$ cat src/rtl/y86_pkg.sv
// Shared Y86-64 definitions: instruction codes, jump function codes and the
// next-PC controller state encoding.
package y86_pkg;

   localparam logic [3:0] I_HALT  = 4'h0;
   localparam logic [3:0] I_NOP   = 4'h1;
   localparam logic [3:0] I_CMOV  = 4'h2;
   localparam logic [3:0] I_IRMOV = 4'h3;
   localparam logic [3:0] I_RMMOV = 4'h4;
   localparam logic [3:0] I_MRMOV = 4'h5;
   localparam logic [3:0] I_OPQ   = 4'h6;
   localparam logic [3:0] I_JXX   = 4'h7;
   localparam logic [3:0] I_CALL  = 4'h8;
   localparam logic [3:0] I_RET   = 4'h9;
   localparam logic [3:0] I_PUSH  = 4'hA;
   localparam logic [3:0] I_POP   = 4'hB;

   localparam logic [3:0] J_ALWAYS = 4'h0;

   typedef enum logic [1:0] {
      RUN      = 2'd0,
      RET_WAIT = 2'd1,
      HALTED   = 2'd2,
      FAULT    = 2'd3
   } pc_state_t;

   // icodes C-F are not defined by the ISA
   function automatic logic icode_is_invalid(input logic [3:0] icode);
      return icode > I_POP;
   endfunction

endpackage

$ cat src/rtl/pc_next_ctrl_if.sv
// Bundle of fetch/execute/memory resolution inputs and PC outputs of the
// next-PC controller. master drives the pipeline side, slave is the controller.
interface pc_next_ctrl_if #(
   parameter int unsigned ADDR_W = 64,
   parameter int unsigned CNT_W  = 64
);
   logic              stall_i;
   logic              f_valid;
   logic [3:0]        f_icode;
   logic [3:0]        f_ifun;
   logic [ADDR_W-1:0] f_valC;
   logic [ADDR_W-1:0] f_valP;
   logic              f_imem_err;
   logic              f_instr_invalid;
   logic              e_mispredict;
   logic [ADDR_W-1:0] e_alt_pc;
   logic              m_ret_valid;
   logic [ADDR_W-1:0] m_ret_addr;
   logic              m_dmem_err;
   logic [ADDR_W-1:0] pc_o;
   logic              fetch_en_o;
   logic [1:0]        state_o;
   logic [ADDR_W-1:0] fault_pc_o;
   logic [CNT_W-1:0]  instr_count_o;
   logic              ras_miss_o;

   modport master (
      output stall_i, f_valid, f_icode, f_ifun, f_valC, f_valP, f_imem_err, f_instr_invalid,
             e_mispredict, e_alt_pc, m_ret_valid, m_ret_addr, m_dmem_err,
      input  pc_o, fetch_en_o, state_o, fault_pc_o, instr_count_o, ras_miss_o
   );

   modport slave (
      input  stall_i, f_valid, f_icode, f_ifun, f_valC, f_valP, f_imem_err, f_instr_invalid,
             e_mispredict, e_alt_pc, m_ret_valid, m_ret_addr, m_dmem_err,
      output pc_o, fetch_en_o, state_o, fault_pc_o, instr_count_o, ras_miss_o
   );
endinterface

$ cat src/rtl/pc_next_ctrl_ras.sv
// Return-address stack: LIFO with push/pop/flush. Pushing when full drops the
// oldest entry. Entry 0 is always the top of stack.
module pc_ras #(
   parameter int unsigned DEPTH = 4,
   parameter int unsigned WIDTH = 64
) (
   input  logic             clk,
   input  logic             rst,
   input  logic             push,
   input  logic             pop,
   input  logic             flush,
   input  logic [WIDTH-1:0] push_data,
   output logic [WIDTH-1:0] top,
   output logic             full,
   output logic             empty
);
   localparam int unsigned CntW = $clog2(DEPTH + 1);

   logic [WIDTH-1:0] mem_q [DEPTH];
   logic [CntW-1:0]  cnt_q;

   // occupancy count; saturates at DEPTH since old entries fall off the bottom
   always_ff @(posedge clk) begin
      if (rst || flush) begin
         cnt_q <= '0;
      end else if (push) begin
         if (!full) cnt_q <= cnt_q + CntW'(1);
      end else if (pop && !empty) begin
         cnt_q <= cnt_q - CntW'(1);
      end
   end

   // entry storage shifts down on push and up on pop
   always_ff @(posedge clk) begin
      if (push) begin
         for (int i = DEPTH - 1; i > 0; i--) mem_q[i] <= mem_q[i-1];
         mem_q[0] <= push_data;
      end else if (pop && !empty) begin
         for (int i = 0; i < DEPTH - 1; i++) mem_q[i] <= mem_q[i+1];
      end
   end

   // flags and top-of-stack view
   always_comb begin
      top   = mem_q[0];
      full  = (cnt_q == CntW'(DEPTH));
      empty = (cnt_q == '0);
   end
endmodule

$ cat src/rtl/pc_next_ctrl.sv
// Next-PC controller: registered fetch PC with RUN/RET_WAIT/HALTED/FAULT state,
// mispredict redirect, ret completion and accepted-fetch counter.
// Optional return-address-stack prediction is enabled by defining PC_RAS_EN.
module pc_next_ctrl
   import y86_pkg::*;
#(
   parameter int unsigned       ADDR_W    = 64,
   parameter logic [ADDR_W-1:0] RESET_PC  = '0,
   parameter int unsigned       CNT_W     = 64,
   parameter int unsigned       RAS_DEPTH = 4
) (
   input logic          clk,
   input logic          rst,
   pc_next_ctrl_if.slave bus
);
   pc_state_t         state_q, state_d;
   logic [ADDR_W-1:0] pc_q, pc_d;
   logic [ADDR_W-1:0] fault_pc_q, fault_pc_d;
   logic [CNT_W-1:0]  cnt_q, cnt_d;
   logic              fetch_en, accept, active, fault, mispredict, ret_done;

`ifdef PC_RAS_EN
   logic              ras_push, ras_pop, ras_flush, ras_full, ras_empty;
   logic [ADDR_W-1:0] ras_top;
   logic              pend_q, pend_d;
   logic [ADDR_W-1:0] pend_val_q, pend_val_d;
   logic              ras_check, ras_mismatch;
   logic              ras_miss_q, ras_miss_d;

   pc_ras #(
      .DEPTH (RAS_DEPTH),
      .WIDTH (ADDR_W)
   ) u_ras (
      .clk       (clk),
      .rst       (rst),
      .push      (ras_push),
      .pop       (ras_pop),
      .flush     (ras_flush),
      .push_data (bus.f_valP),
      .top       (ras_top),
      .full      (ras_full),
      .empty     (ras_empty)
   );
`endif

   // event decode feeding the priority chain
   always_comb begin
      fetch_en   = (state_q == RUN) && !bus.stall_i;
      accept     = fetch_en && bus.f_valid;
      active     = (state_q == RUN) || (state_q == RET_WAIT);
      fault      = active && (bus.m_dmem_err ||
                   (accept && (bus.f_imem_err || bus.f_instr_invalid ||
                               icode_is_invalid(bus.f_icode))));
      mispredict = active && bus.e_mispredict;
      ret_done   = (state_q == RET_WAIT) && bus.m_ret_valid;
`ifdef PC_RAS_EN
      ras_check    = pend_q && (state_q == RUN) && bus.m_ret_valid;
      ras_mismatch = ras_check && (bus.m_ret_addr != pend_val_q);
`endif
   end

   // next state and datapath: fault > mispredict > ret resolution > accept > hold
   always_comb begin
      state_d    = state_q;
      pc_d       = pc_q;
      fault_pc_d = fault_pc_q;
      cnt_d      = cnt_q;
`ifdef PC_RAS_EN
      ras_push   = 1'b0;
      ras_pop    = 1'b0;
      ras_flush  = 1'b0;
      ras_miss_d = 1'b0;
      pend_d     = pend_q;
      pend_val_d = pend_val_q;
`endif
      if (fault) begin
         state_d    = FAULT;
         fault_pc_d = pc_q;
`ifdef PC_RAS_EN
         pend_d     = 1'b0;
`endif
      end else if (mispredict) begin
         state_d = RUN;
         pc_d    = bus.e_alt_pc;
`ifdef PC_RAS_EN
         pend_d  = 1'b0;
`endif
      end else if (ret_done) begin
         state_d = RUN;
         pc_d    = bus.m_ret_addr;
`ifdef PC_RAS_EN
      end else if (ras_mismatch) begin
         // predicted return was wrong: redirect, drop any queued fetch, distrust stack
         pc_d       = bus.m_ret_addr;
         ras_miss_d = 1'b1;
         ras_flush  = 1'b1;
         pend_d     = 1'b0;
`endif
      end else begin
`ifdef PC_RAS_EN
         if (ras_check) pend_d = 1'b0;
`endif
         if (accept) begin
            cnt_d = cnt_q + CNT_W'(1);
            case (bus.f_icode)
               I_HALT: state_d = HALTED;
               // jXX always predicted taken; execute corrects with e_mispredict
               I_JXX:  pc_d = bus.f_valC;
               I_CALL: begin
                  pc_d = bus.f_valC;
`ifdef PC_RAS_EN
                  ras_push = 1'b1;
`endif
               end
               I_RET: begin
`ifdef PC_RAS_EN
                  if (!ras_empty) begin
                     ras_pop    = 1'b1;
                     pc_d       = ras_top;
                     pend_d     = 1'b1;
                     pend_val_d = ras_top;
                  end else begin
                     state_d = RET_WAIT;
                  end
`else
                  state_d = RET_WAIT;
`endif
               end
               default: pc_d = bus.f_valP;
            endcase
         end
      end
   end

   // state and datapath registers
   always_ff @(posedge clk) begin
      if (rst) begin
         state_q    <= RUN;
         pc_q       <= RESET_PC;
         fault_pc_q <= '0;
         cnt_q      <= '0;
      end else begin
         state_q    <= state_d;
         pc_q       <= pc_d;
         fault_pc_q <= fault_pc_d;
         cnt_q      <= cnt_d;
      end
   end

`ifdef PC_RAS_EN
   // pending-prediction tracking and miss pulse
   always_ff @(posedge clk) begin
      if (rst) begin
         pend_q     <= 1'b0;
         pend_val_q <= '0;
         ras_miss_q <= 1'b0;
      end else begin
         pend_q     <= pend_d;
         pend_val_q <= pend_val_d;
         ras_miss_q <= ras_miss_d;
      end
   end
`endif

   // outputs
   always_comb begin
      bus.pc_o          = pc_q;
      bus.fetch_en_o    = fetch_en;
      bus.state_o       = state_q;
      bus.fault_pc_o    = fault_pc_q;
      bus.instr_count_o = cnt_q;
`ifdef PC_RAS_EN
      bus.ras_miss_o    = ras_miss_q;
`else
      bus.ras_miss_o    = 1'b0;
`endif
   end
endmodule

$ cat src/flat_wrapper.sv
// flat-port wrapper written by rule: the top's interface ports become plain ports
module pc_next_ctrl_flat import y86_pkg::*;
#(
   parameter int unsigned       ADDR_W    = 64,
   parameter logic [ADDR_W-1:0] RESET_PC  = '0,
   parameter int unsigned       CNT_W     = 64,
   parameter int unsigned       RAS_DEPTH = 4
)
  (clk, rst, bus_stall_i, bus_f_valid, bus_f_icode, bus_f_ifun, bus_f_valC, bus_f_valP, bus_f_imem_err, bus_f_instr_invalid, bus_e_mispredict, bus_e_alt_pc, bus_m_ret_valid, bus_m_ret_addr, bus_m_dmem_err, bus_pc_o, bus_fetch_en_o, bus_state_o, bus_fault_pc_o, bus_instr_count_o, bus_ras_miss_o);
  pc_next_ctrl_if #(.ADDR_W(ADDR_W), .CNT_W(CNT_W)) bus_i ();
  input logic clk;
  input logic rst;
  input wire logic [$bits(bus_i.stall_i)-1:0] bus_stall_i;
  input wire logic [$bits(bus_i.f_valid)-1:0] bus_f_valid;
  input wire logic [$bits(bus_i.f_icode)-1:0] bus_f_icode;
  input wire logic [$bits(bus_i.f_ifun)-1:0] bus_f_ifun;
  input wire logic [$bits(bus_i.f_valC)-1:0] bus_f_valC;
  input wire logic [$bits(bus_i.f_valP)-1:0] bus_f_valP;
  input wire logic [$bits(bus_i.f_imem_err)-1:0] bus_f_imem_err;
  input wire logic [$bits(bus_i.f_instr_invalid)-1:0] bus_f_instr_invalid;
  input wire logic [$bits(bus_i.e_mispredict)-1:0] bus_e_mispredict;
  input wire logic [$bits(bus_i.e_alt_pc)-1:0] bus_e_alt_pc;
  input wire logic [$bits(bus_i.m_ret_valid)-1:0] bus_m_ret_valid;
  input wire logic [$bits(bus_i.m_ret_addr)-1:0] bus_m_ret_addr;
  input wire logic [$bits(bus_i.m_dmem_err)-1:0] bus_m_dmem_err;
  output wire logic [$bits(bus_i.pc_o)-1:0] bus_pc_o;
  output wire logic [$bits(bus_i.fetch_en_o)-1:0] bus_fetch_en_o;
  output wire logic [$bits(bus_i.state_o)-1:0] bus_state_o;
  output wire logic [$bits(bus_i.fault_pc_o)-1:0] bus_fault_pc_o;
  output wire logic [$bits(bus_i.instr_count_o)-1:0] bus_instr_count_o;
  output wire logic [$bits(bus_i.ras_miss_o)-1:0] bus_ras_miss_o;
  assign bus_i.stall_i = bus_stall_i;
  assign bus_i.f_valid = bus_f_valid;
  assign bus_i.f_icode = bus_f_icode;
  assign bus_i.f_ifun = bus_f_ifun;
  assign bus_i.f_valC = bus_f_valC;
  assign bus_i.f_valP = bus_f_valP;
  assign bus_i.f_imem_err = bus_f_imem_err;
  assign bus_i.f_instr_invalid = bus_f_instr_invalid;
  assign bus_i.e_mispredict = bus_e_mispredict;
  assign bus_i.e_alt_pc = bus_e_alt_pc;
  assign bus_i.m_ret_valid = bus_m_ret_valid;
  assign bus_i.m_ret_addr = bus_m_ret_addr;
  assign bus_i.m_dmem_err = bus_m_dmem_err;
  assign bus_pc_o = bus_i.pc_o;
  assign bus_fetch_en_o = bus_i.fetch_en_o;
  assign bus_state_o = bus_i.state_o;
  assign bus_fault_pc_o = bus_i.fault_pc_o;
  assign bus_instr_count_o = bus_i.instr_count_o;
  assign bus_ras_miss_o = bus_i.ras_miss_o;
  pc_next_ctrl #(.ADDR_W(ADDR_W), .RESET_PC(RESET_PC), .CNT_W(CNT_W), .RAS_DEPTH(RAS_DEPTH)) u_core (.clk(clk), .rst(rst), .bus(bus_i));
endmodule
$ cat config.mk
export PLATFORM = sky130hd
export DESIGN_NAME = pc_next_ctrl_flat
export DESIGN_NICKNAME = d
export VERILOG_FILES = /design/src/rtl/y86_pkg.sv /design/src/rtl/pc_next_ctrl_if.sv /design/src/rtl/pc_next_ctrl_ras.sv /design/src/rtl/pc_next_ctrl.sv /design/src/flat_wrapper.sv
export SDC_FILE = /design/constraint.sdc
export NUM_CORES = 1
export LEC_CHECK = 0
export CAP_MARGIN = 10
export CORE_AREA = 4 4 180 182
export DETAILED_ROUTE_END_ITERATION = 7
export DIE_AREA = 0 0 184 186
export PLACE_DENSITY_LB_ADDON = 0.15
export SYNTH_ARGS = -nofsm -noshare
export SYNTH_HDL_FRONTEND = slang
export SYNTH_HIERARCHICAL = 1
export SYNTH_SLANG_ARGS = --single-unit
$ cat constraint.sdc
create_clock -name clk -period 3.14 [get_ports clk]
set_input_delay 0.628 -clock clk [delete_from_list [all_inputs] [get_ports clk]]
set_output_delay 0.628 -clock clk [all_outputs]
set_load 0.05 [all_outputs]
# Word level (Yosys, flattened, before mapping)
# Index checks and enable logic that the tools add are counted.
# op_classes
addsub	1
mul	0
div_mod_pow	0
n_lt_le_gt_ge	1
eq_ne	5
n_shift	0
n_mux	9
n_bitwise	3
reduce_logical	21
# op_table
op	count
2-to-1 mux 64 bit	3
case mux 64 bit (2 select lines)	1
adder 64 x 1 -> 64 bit, second input constant	1
equality test 4 bit, second input constant	2
2-to-1 mux 2 bit	4
logical AND 1 bit	6
nonzero test 5 bit	1
equality test 4 x 3 -> 1 bit, second input constant	1
> comparator 4 bit, second input constant	1
zero test 4 bit	1
logical OR 1 bit	4
case mux 2 bit (2 select lines)	1
AND reduction 4 bit	1
nonzero test 4 bit	1
OR reduction 2 bit	2
!= test 3 x 1 -> 1 bit, second input constant	1
inverter 1 bit	3
AND reduction 3 bit	1
nonzero test 3 bit	1
equality test 2 x 1 -> 1 bit, second input constant	1
zero test 2 bit	1
AND reduction 2 bit	1
zero test 1 bit	1
# word_totals
reg_bits	194
latch_bits	0
ram_bits	0
romBits	0
in_bits	273
word_cells	44
memories	0

# Depth between registers and ports, before layout
# Gate-level depths: netlist of the first run.
# depth
ltp_word	8
ltp_mapped	9
mapped_depth_nobuf	6

# Worst setup path after synthesis of the first run
# OpenSTA, ideal clock, no wires.
# synth_timing
kind	register to register
from	reg u_core.cnt_q[2] (netlist: u_core/bus.instr_count_o[2])
to	reg u_core.cnt_q[45] (netlist: u_core/bus.instr_count_o[45])
setup_ns	0.070
t_arrival_ns	2.625
slack_ns	0.445
stages_incl_launch_ff	9
period_less_slack_ns	2.695
cell_sequence	dfxtp_1 -> and4_1 -> clkbuf_1 -> nand4_1 -> or3_1 -> buf_2 -> buf_6 -> or4_1 -> a21oi_1
# synth_via
elab_chain_len	1
# synth_lines
item	line	text
start: declaration	pc_next_ctrl.sv:19	logic [CNT_W-1:0] cnt_q, cnt_d;
start signal: assignment	pc_next_ctrl.sv:146	cnt_q <= cnt_d;
adder 64 x 1 -> 64 bit	pc_next_ctrl.sv:104	cnt_d = cnt_q + CNT_W'(1);
# Every way passes these cells.
# A chain may end at the register's enable or synchronous reset.

# Final worst setup path of the first run
# layout_timing
from	in bus_f_icode[3]
to	reg u_core.pc_q[1] (netlist: u_core/bus.pc_o[1])
# layout_via
elab_chain_len	7
word_cells_on_any_way	18
cone_classes	order compare (1); eq/ne (4); mux (4); bitwise (1); reduce/logical (8)
# layout_lines
item	line	text
start: declaration	flat_wrapper.sv:15	input wire logic [$bits(bus_i.f_icode)-1:0] bus_f_icode;
> comparator 4 bit	y86_pkg.sv:29	return icode > I_POP;
logical OR 1 bit	pc_next_ctrl.sv:52	(accept && (bus.f_imem_err || bus.f_instr_invalid ||
logical AND 1 bit	pc_next_ctrl.sv:52	
logical OR 1 bit	pc_next_ctrl.sv:51	fault = active && (bus.m_dmem_err ||
logical AND 1 bit	pc_next_ctrl.sv:51	
inverter 1 bit (no line)	n/a	
AND reduction 3 bit (no line)	n/a	
end signal: assignment	pc_next_ctrl.sv:144	pc_q <= pc_d;
end: declaration	pc_next_ctrl.sv:17	logic [ADDR_W-1:0] pc_q, pc_d;
# Parallel ways exist; a longest one is shown, timed or not. The select of a mux whose other input is x is not followed.

==> results_dict.tcl, run 1 <==
set metrics [dict create \
    hold_ws_ps 453 \
    synth_top_area_cell "dfxtp_1" \
    power.leakage_uw 0.00491 \
    wl_per_cell_um 21.0 \
    io-pin-count 469 \
    cp_cell_sequence "clkdlybuf4s50_1, and4b_1, a31oi_4, buf_12, mux2_2, a222oi_1, buf_4, a211oi_1" \
    root_buffer "clkbuf_16" \
    syn_area_per_cell_sq_um 8.58 \
    postCtsSetupBuffers 0 \
    syn-instance-count 1061 \
    ctsHoldBuffers 0 \
    routed_wirelength_mm 39.8 \
    critPathKind "in2reg" \
    hold_violations 0 \
    cp_max_fo 38 \
    yosysTopAreaCellShare_pct 42.7 \
    yosysMostFrequentCell "dfxtp_1" \
    route.vias.total 9810 \
    yosysSeqAreaShare_pct 42.7 \
    timing.final.crit_share_pct 87.0 \
    overflow 0 \
    yosys_register_bits 194 \
    tightest_slew_ps 793 \
    slew_violations 0 \
    chipWidth_um 184 \
    crit_path_max_incr_delay_ps 520 \
    final_antenna_net_count 0 \
    nFillCells 2930 \
    grt_pass1_wl_mm 57.5 \
    placed_cell_area_sq_um 14300 \
    finalCriticalPeriod_ps 2730 \
    place.gp.congestion 0.812 \
    cp.buffers_inverters 3 \
    multi_input_area_sq_um 4870 \
    setup_viol 0 \
    syn_to_final_growth_pct 63.4 \
    rows 64 \
    cts_buffer_depth 2 \
    layout.cells.non_filler 1893 \
    synth_edf_count 0 \
    synthFlopType "dfxtp_1" \
    first_iter_violations 835 \
    core_sq_um 30600 \
    cp-start-kind "primary input" \
    power.density_nw_per_um2 460 \
    fin_skew_ps 11.3 \
    first_pass_iters 8 \
    hp-class "reg2reg" \
    ys_async_sr_fraction_pct 0 \
    end_kind "register" \
    synth_area_leaders "dfxtp_1, mux2_2, a222oi_1" \
    dieHeight_um 186 \
    dp.cells 1860 \
    status "complete, no violations" \
    drive_gt1_share_pct 9.63 \
    synth_common_cells "dfxtp_1, nand2_1, a21oi_1" \
    drc_errors 0 \
    crit_family "buffers and inverters" \
    antenna_found_initial 4 \
    syn_area_sq_um 9100 \
    vdd_drop_max_mv 0.372 \
    cts_buffers 17 \
    max_slew_margin_pct 47.1 \
    cp.arrival_ps 3030 \
    fmax_mhz 366 \
    clock-sinks 194 \
    initial_core_util_pct 29.8 \
    htreeDepth 4 \
    yosys_warnings 6 \
    seq_area_sq_um 3880 \
    numPortBuffers 463 \
    grt_pass1_vias 9435 \
    final_nets 1757 \
    cts_tree "done" \
    clkTransAtPathRegs_ps 80 \
    grt_max_degree 88 \
    hpwl_mm 30.3 \
    syn_nets 1335 \
    yosys.cell_types.count 46 \
    cp_slowest_cell "clkdlybuf4s50_1" \
    grt.total_usage_pct 21.9 \
    worst_ep_required_time_ps 3430 \
    cap_violations 0 \
    fin_area_sq_um 14900 \
    rsz0062_at_grt "no" \
    die_area_sq_um 34200 \
    cts_resized 0 \
    clk_latency_ps 430 \
    via_per_inst 5.18 \
]
## where the power goes
part	switching [uW]	internal, uW
Combinational	1150	835
Sequential	114	2610
Clock	1080	1060
## worst min-delay path, cell delays in order, from the launching register on
cell,delay (ps)
dfxtp_1,310
nand2_1,50
a21oi_1,50
## routing by layer
metal	up-vias	share of wire [%]	track usage (%)
met5	-	0.053	0
met4	4	2.5	7.07
met3	43	8.1	6.80
met2	352	51	37.7
met1	4594	39	25.9
li1	4817	-	-
## layout by cell type, fill, tap and decap left out, drive strengths merged, types with 31 or more instances in the layout
| cell | Yosys | routed |
|---|---|---|
| dfxtp | 194 | 194 |
| buf | 17 | 33 |
| nand2 | 158 | 158 |
| nand4 | 31 | 31 |
| a222oi | 64 | 64 |
| a21oi | 108 | 108 |
| a211oi | 65 | 65 |
| clkdlybuf4s50 | 0 | 462 |
| nor2 | 94 | 94 |
| mux2 | 64 | 64 |
## area by class of cell
type	instances	area share, %
Inverter	8	0.202
Clock inverter	14	0.950
Clock buffer	18	2.88
Timing Repair Buffer	495	33.8
Tap cell	396	3.33
Antenna cell	1	0.0168
Sequential cell	194	26.1
Multi-Input combinational cell	767	32.7
## path summary, 6_finish.rpt
path / startpoint / end / slack, ps / depth (start not counted)
min reg2reg: u_core/bus.fault_pc_o[36]$_SDFFE_PP0P_ / u_core/bus.fault_pc_o[36]$_SDFFE_PP0P_ / 450 / 2
max reg2reg: u_core/bus.instr_count_o[0]$_SDFFE_PP0P_ / u_core/bus.instr_count_o[54]$_SDFFE_PP0P_ / 690 / 6
min: u_core/bus.fault_pc_o[36]$_SDFFE_PP0P_ / u_core/bus.fault_pc_o[36]$_SDFFE_PP0P_ / 450 / 2
max: bus_f_icode[3] / u_core/bus.pc_o[1]$_SDFFE_PP0P_ / 410 / 8
## flip-flops by register name, summed over array words and instances (netlist names)
| register | flops |
|---|---|
| u_core/bus.fault_pc_o | 64 |
| u_core/bus.instr_count_o | 64 |
| u_core/bus.pc_o | 64 |
| u_core/bus.state_o | 2 |
## cells by family after synthesis
logic type / synth area share, %
buf+inv: 4.43
other cells: 0.0412
compound gates: 21.8
mux: 7.92
fa+ha+maj: 0.137
xor+xnor: 2.31
simple gates: 20.7
flops: 42.7
## per-stage QoR
stage / setup WS, ps / setup TNS, ps / power (uW) / util (%)
6_report: 407 / 0 / 6850 / 48.6
5_1_grt: 332 / 0 / 7150 / 48.6
4_1_cts: 395 / 0 / 6940 / 48.6
3_5_place_dp: -46.1 / -46.1 / 4770 / 46.8
3_3_place_gp: -72.3 / -72.3 / 4760 / 46.8
2_1_floorplan: 445 / 0 / 3840 / -
(Power assumes the default switching activity.)
==> inputs of run 2 (changes only) <==
--- a/config.mk
+++ b/config.mk
@@ -10,6 +10,7 @@
 export DETAILED_ROUTE_END_ITERATION = 7
 export DIE_AREA = 0 0 184 186
 export PLACE_DENSITY_LB_ADDON = 0.15
+export SLEW_MARGIN = 20
 export SYNTH_ARGS = -nofsm -noshare
 export SYNTH_HDL_FRONTEND = slang
 export SYNTH_HIERARCHICAL = 1
==> results of run 2 <==
The final DEF is identical to that of run 1; final timing and power are the same.
